==> src/rtl/vehicle_sensor_conditioner.sv <==
// -----------------------------------------------------------------------------
// vehicle_sensor_conditioner
//
// Front end for the farm-road inductive-loop detector. The raw loop signal is
// asynchronous and bouncy. This block:
//   - synchronizes it through a 2-flop chain
//   - debounces it (DEB_CYCLES consecutive agreeing samples)
//   - stretches presence across short gaps (HOLD_CYCLES)
//   - counts arrivals (saturating at 255)
//   - flags a detector stuck high for STUCK_CYCLES.
// While stuck, presence is forced high so the farm road is still served.
//
// Optional feature macro: SENSOR_CLASSIFY_EN
//   When defined, long_vehicle pulses for one cycle on PRESENT -> HOLD if the
//   presence lasted at least 4*DEB_CYCLES cycles.
//   When undefined, long_vehicle is tied to 0.
//
// Ports:
//   clk           in   system clock, rising edge
//   rst_n         in   synchronous active-low reset
//   loop_raw      in   raw loop detector, asynchronous to clk
//   count_clr     in   synchronous clear of vehicle_count (beats an increment)
//   sensor        out  conditioned presence, to the traffic light controller
//   fault         out  detector stuck-high indication
//   vehicle_count out  8-bit saturating arrival count
//   long_vehicle  out  one-cycle long-vehicle flag (0 unless SENSOR_CLASSIFY_EN)
// -----------------------------------------------------------------------------
module vehicle_sensor_conditioner #(
    parameter int DEB_CYCLES   = 16,
    parameter int HOLD_CYCLES  = 200,
    parameter int STUCK_CYCLES = 50000,
    parameter int CNT_W        = 16
) (
    input  logic       clk,
    input  logic       rst_n,
    input  logic       loop_raw,
    input  logic       count_clr,
    output logic       sensor,
    output logic       fault,
    output logic [7:0] vehicle_count,
    output logic       long_vehicle
);

    localparam logic [CNT_W-1:0] DEB_LAST   = CNT_W'(DEB_CYCLES - 1);
    localparam logic [CNT_W-1:0] HOLD_LAST  = CNT_W'(HOLD_CYCLES - 1);
    localparam logic [CNT_W-1:0] STUCK_LAST = CNT_W'(STUCK_CYCLES - 1);

    typedef enum logic [1:0] {
        ST_IDLE    = 2'd0,
        ST_PRESENT = 2'd1,
        ST_HOLD    = 2'd2,
        ST_FAULT   = 2'd3
    } state_t;

    // ------------------------------------------------------------------
    // Synchronizer: sync_q[0] = s1, sync_q[1] = s2. Only s2 is used.
    // ------------------------------------------------------------------
    logic [1:0] sync_q;
    logic       s2;

    always_ff @(posedge clk) begin
        if (!rst_n) begin
            sync_q <= 2'b00;
        end else begin
            sync_q <= {sync_q[0], loop_raw};
        end
    end

    assign s2 = sync_q[1];

    // ------------------------------------------------------------------
    // Debounce: deb follows s2 only after DEB_CYCLES consecutive
    // disagreeing samples. Any agreeing sample restarts the count.
    // ------------------------------------------------------------------
    logic             deb_q, deb_d;
    logic [CNT_W-1:0] deb_cnt_q, deb_cnt_d;
    logic             deb_rise;

    always_comb begin
        deb_d     = deb_q;
        deb_cnt_d = '0;
        deb_rise  = 1'b0;
        if (s2 != deb_q) begin
            if (deb_cnt_q == DEB_LAST) begin
                deb_d    = ~deb_q;
                deb_rise = ~deb_q;
            end else begin
                deb_cnt_d = deb_cnt_q + 1'b1;
            end
        end
    end

    always_ff @(posedge clk) begin
        if (!rst_n) begin
            deb_q     <= 1'b0;
            deb_cnt_q <= '0;
        end else begin
            deb_q     <= deb_d;
            deb_cnt_q <= deb_cnt_d;
        end
    end

    // ------------------------------------------------------------------
    // Arrival counter. An arrival is counted on the edge where deb rises.
    // Clear beats increment; the count saturates at 255.
    // ------------------------------------------------------------------
    logic [7:0] count_q, count_d;

    always_comb begin
        count_d = count_q;
        if (count_clr) begin
            count_d = 8'd0;
        end else if (deb_rise && (count_q != 8'hFF)) begin
            count_d = count_q + 8'd1;
        end
    end

    always_ff @(posedge clk) begin
        if (!rst_n) begin
            count_q <= 8'd0;
        end else begin
            count_q <= count_d;
        end
    end

    assign vehicle_count = count_q;

    // ------------------------------------------------------------------
    // Presence FSM.
    // sensor_q and fault_q are written together with state_q, so they
    // always equal (state != IDLE) and (state == FAULT) respectively.
    // ------------------------------------------------------------------
    state_t           state_q;
    logic [CNT_W-1:0] hold_cnt_q;
    logic [CNT_W-1:0] stuck_cnt_q;
    logic             sensor_q;
    logic             fault_q;

    always_ff @(posedge clk) begin
        if (!rst_n) begin
            state_q     <= ST_IDLE;
            hold_cnt_q  <= '0;
            stuck_cnt_q <= '0;
            sensor_q    <= 1'b0;
            fault_q     <= 1'b0;
        end else begin
            case (state_q)
                ST_IDLE: begin
                    stuck_cnt_q <= '0;
                    if (deb_q) begin
                        state_q  <= ST_PRESENT;
                        sensor_q <= 1'b1;
                    end
                end
                ST_PRESENT: begin
                    // A falling deb wins over the stuck limit on the same edge.
                    if (!deb_q) begin
                        state_q     <= ST_HOLD;
                        hold_cnt_q  <= '0;
                        stuck_cnt_q <= '0;
                    end else if (stuck_cnt_q == STUCK_LAST) begin
                        state_q     <= ST_FAULT;
                        fault_q     <= 1'b1;
                        stuck_cnt_q <= '0;
                    end else begin
                        stuck_cnt_q <= stuck_cnt_q + 1'b1;
                    end
                end
                ST_HOLD: begin
                    stuck_cnt_q <= '0;
                    if (deb_q) begin
                        state_q <= ST_PRESENT;
                    end else if (hold_cnt_q == HOLD_LAST) begin
                        state_q  <= ST_IDLE;
                        sensor_q <= 1'b0;
                    end else begin
                        hold_cnt_q <= hold_cnt_q + 1'b1;
                    end
                end
                ST_FAULT: begin
                    stuck_cnt_q <= '0;
                    // Leaving a fault skips the hold extension.
                    if (!deb_q) begin
                        state_q  <= ST_IDLE;
                        sensor_q <= 1'b0;
                        fault_q  <= 1'b0;
                    end
                end
                default: begin
                    state_q     <= ST_IDLE;
                    stuck_cnt_q <= '0;
                    sensor_q    <= 1'b0;
                    fault_q     <= 1'b0;
                end
            endcase
        end
    end

    assign sensor = sensor_q;
    assign fault  = fault_q;

    // ------------------------------------------------------------------
    // Optional long-vehicle classification.
    // ------------------------------------------------------------------
`ifdef SENSOR_CLASSIFY_EN
    localparam int LEN_LIMIT = 4 * DEB_CYCLES;
    localparam int LEN_W     = $clog2(LEN_LIMIT + 1);

    logic [LEN_W-1:0] len_q;
    logic             long_q;

    // len_q holds the cycles already spent in PRESENT. It is zero outside
    // PRESENT, so it starts from zero on every entry. The leaving cycle is
    // counted as part of the presence.
    always_ff @(posedge clk) begin
        if (!rst_n) begin
            len_q  <= '0;
            long_q <= 1'b0;
        end else begin
            long_q <= 1'b0;
            if (state_q != ST_PRESENT) begin
                len_q <= '0;
            end else begin
                if (int'(len_q) < LEN_LIMIT) begin
                    len_q <= len_q + 1'b1;
                end
                if (!deb_q) begin
                    long_q <= ((int'(len_q) + 1) >= LEN_LIMIT);
                end
            end
        end
    end

    assign long_vehicle = long_q;
`else
    assign long_vehicle = 1'b0;
`endif

endmodule

==> config.mk <==
export PLATFORM = sky130hd
export DESIGN_NAME = vehicle_sensor_conditioner
export DESIGN_NICKNAME = d
export VERILOG_FILES = /design/src/rtl/vehicle_sensor_conditioner.sv
export SDC_FILE = /design/constraint.sdc
export NUM_CORES = 1
export LEC_CHECK = 0
export CAP_MARGIN = 20
export CORE_ASPECT_RATIO = 1.4
export CORE_UTILIZATION = 55
export CTS_CLUSTER_SIZE = 10
export DETAILED_ROUTE_END_ITERATION = 6
export HOLD_SLACK_MARGIN = 0.06
export PLACE_DENSITY = 0.74
export SYNTH_ARGS = -nofsm -noshare
export SYNTH_HDL_FRONTEND = slang
export SYNTH_SLANG_ARGS = --single-unit
==> constraint.sdc <==
create_clock -name clk -period 2.3 [get_ports clk]
set_clock_uncertainty 0.1 [all_clocks]
set_input_delay 0.345 -clock clk [delete_from_list [all_inputs] [get_ports clk]]
set_output_delay 0.345 -clock clk [all_outputs]
set_load 0.05 [all_outputs]
==> results.json <==
{
  "synth_area_leader_cell": "dfxtp_1",
  "cp_top_family": "simple AND/OR/NAND/NOR gates",
  "cts_sinks": 63,
  "drive_above_1_share": 0.0816,
  "vias": 2500,
  "finalNetCount": 388,
  "start_util": 0.576,
  "crit_path_end_kind": "flop",
  "ys_types": 54,
  "antenna_found_initial": 0,
  "hold_path_class": "reg2reg",
  "cp_cell_sequence": "ha_1 -> nor4bb_1 -> and4_1 -> or3b_4 -> or3_4 -> a211oi_2",
  "total_power_mw": 2.46,
  "drtIter0Drc": 169,
  "worst_pin_slew_ns": 0.549,
  "grt_use_total": 0.221,
  "clockRootBuffer": "clkbuf_8",
  "grt_pass1_wl_microns": 9950,
  "async_flop_share": 0,
  "max_freq_mhz": 455,
  "synth_top_area_share": 0.418,
  "drv_slew": 0,
  "synthToLayoutAreaGrowth_pct": 14.1,
  "cp_max_fo": 6,
  "slew-limit-headroom": 0.631,
  "finalHoldViolCount": 0,
  "slowest_delay_ns": 0.43,
  "layout_commonest_cell": "dfxtp_1",
  "status": "complete, no violations",
  "syn_area_per_cell_sq_um": 8.51,
  "netlist_instances": 354,
  "finalSetupViolCount": 0,
  "io_buffers": 13,
  "cts_tree": "done",
  "ctsResizeCount": 0,
  "worstSetupStartpointType": "flop",
  "ys_seq_area_frac": 0.418,
  "wire_per_inst_microns": 12.7,
  "max-vdd-ir-drop_v": 0.000505,
  "dp.cells": 430,
  "finalNonFillerCells": 446,
  "die_h_microns": 89.6,
  "coreArea_sq_um": 5240,
  "grt_pass1_vias": 2397,
  "synth_area_sq_um": 3010,
  "htreeDepth": 3,
  "period_share": 0.955,
  "grt_setup_unrepaired": "false",
  "cts_hold_buf": 0,
  "rows": 31,
  "path_buf_inv": 0,
  "grt_max_degree": 17,
  "drv_cap": 0,
  "cts_buffers": 9,
  "synth-seq-cells": 63,
  "drc": 0,
  "clk_latency_ns": 0.34,
  "first_pass_iters": 4,
  "dp_hpwl_microns": 4030,
  "yosys-top-cells-area": "dfxtp_1, nor2_1, xor2_1",
  "fill_cells": 437,
  "clk_pin_slew_ns": 0.07,
  "crit_slowest_cell": "or3b_4",
  "post-cts-setup-buffer-count": 0,
  "vias_per_cell": 5.61,
  "fin_crit_ns": 2.20,
  "p_leak_nw": 1.16,
  "grt-ovfl-total": 0,
  "gp_congestion": 0.793,
  "layout_common_cells": "dfxtp_1, nor2_1, nand2_1, nand3_1, xor2_1",
  "clockBufferDepth": 2,
  "synth_warnings": 0,
  "dieArea_sq_um": 5780,
  "ios": 15,
  "synth_nets": 367,
  "diodes": 0,
  "critPathRequiredTime_ns": 2.46,
  "chipWidth_microns": 64.6,
  "finalSetupTns_ns": 0,
  "synth-edff-count": 0,
  "postRouteAntennaNets": 0,
  "arrival_ns": 2.36,
  "crit_type": "reg2reg",
  "wl_microns": 5670,
  "p_per_area_nw_per_um2": 716,
  "ys.flop_type": "dfxtp_1"
}
worst reg2reg max path: stages, from the launching register on:
cell	delay [ns]
dfxtp_1	0.34
ha_1	0.26
nor4bb_1	0.14
and4_1	0.25
or3b_4	0.43
or3_4	0.40
a211oi_2	0.20
cells by family after synthesis:
kind of cell | share of synthesized area
compound gates | 0.108
xor+xnor | 0.0930
fa+ha+maj | 0.0374
buf+inv | 0.0286
flops | 0.418
mux | 0.0170
other cells | 0.00124
simple gates | 0.296
registers in the layout (all words and copies together) (netlist names):
signal	flops
sensor	1
deb_cnt_q	16
vehicle_count	8
state_q	2
hold_cnt_q	16
stuck_cnt_q	16
deb_q	1
sync_q	2
fault	1
path summary, 6_finish.rpt:
kind | start | to | slack, ns | depth (start not counted)
max | hold_cnt_q[0] | hold_cnt_q[12] | 0.10 | 6
min | deb_cnt_q[0] | deb_cnt_q[0] | 0.35 | 1
max reg2reg | hold_cnt_q[0] | hold_cnt_q[12] | 0.10 | 6
min reg2reg | deb_cnt_q[0] | deb_cnt_q[0] | 0.35 | 1
per-stage QoR:
stage	setup WS (ns)	util	hold WS, ns	area (sq um)
6_report	0.104	0.657	0.348	3440
3_5_place_dp	0.108	0.617	0.338	3230
4_1_cts	0.107	0.657	0.356	3440
2_1_floorplan	0.167	-	0.312	3010
3_3_place_gp	0.151	0.617	0.327	3230
5_1_grt	0.00106	0.657	0.371	3440
area by class of cell:
class,count,area [sq um],area share
Multi-Input combinational cell,271,1670,0.485
Sequential cell,63,1260,0.367
Timing Repair Buffer,20,183,0.0531
Clock buffer,12,155,0.0451
Tap cell,66,82.6,0.0240
Clock inverter,4,53.8,0.0156
Inverter,10,37.5,0.0109
synth_stat cells (all sizes together) (3+ instances only):
library cell  instances
and4                  3
clkbuf                7
nand2                35
nand4                 9
o21ai                 8
and3                  8
nor2                 55
dfxtp                63
ha                    9
o211ai                3
nor4                  9
xor2                 17
nor4bb                4
nor3                 12
inv                  10
a211oi                5
and2                  3
buf                   3
mux2i                 4
a21oi                15
nand3                18
or3                   8
xnor2                15
nand2b                3
metal layers:
layer,GRT usage,part of all wire
met4,0.129,0.011
met1,0.251,0.47
met3,0.0379,0.029
met2,0.390,0.49
met5,0,0
power breakdown:
| part | switching, mW | total, mW | internal (mW) |
|---|---|---|---|
| clock network | 0.424 | 0.986 | 0.562 |
| registers | 0.0219 | 1.13 | 1.11 |
| logic | 0.225 | 0.343 | 0.118 |
Note: power is estimated with default switching activity, not from simulation.
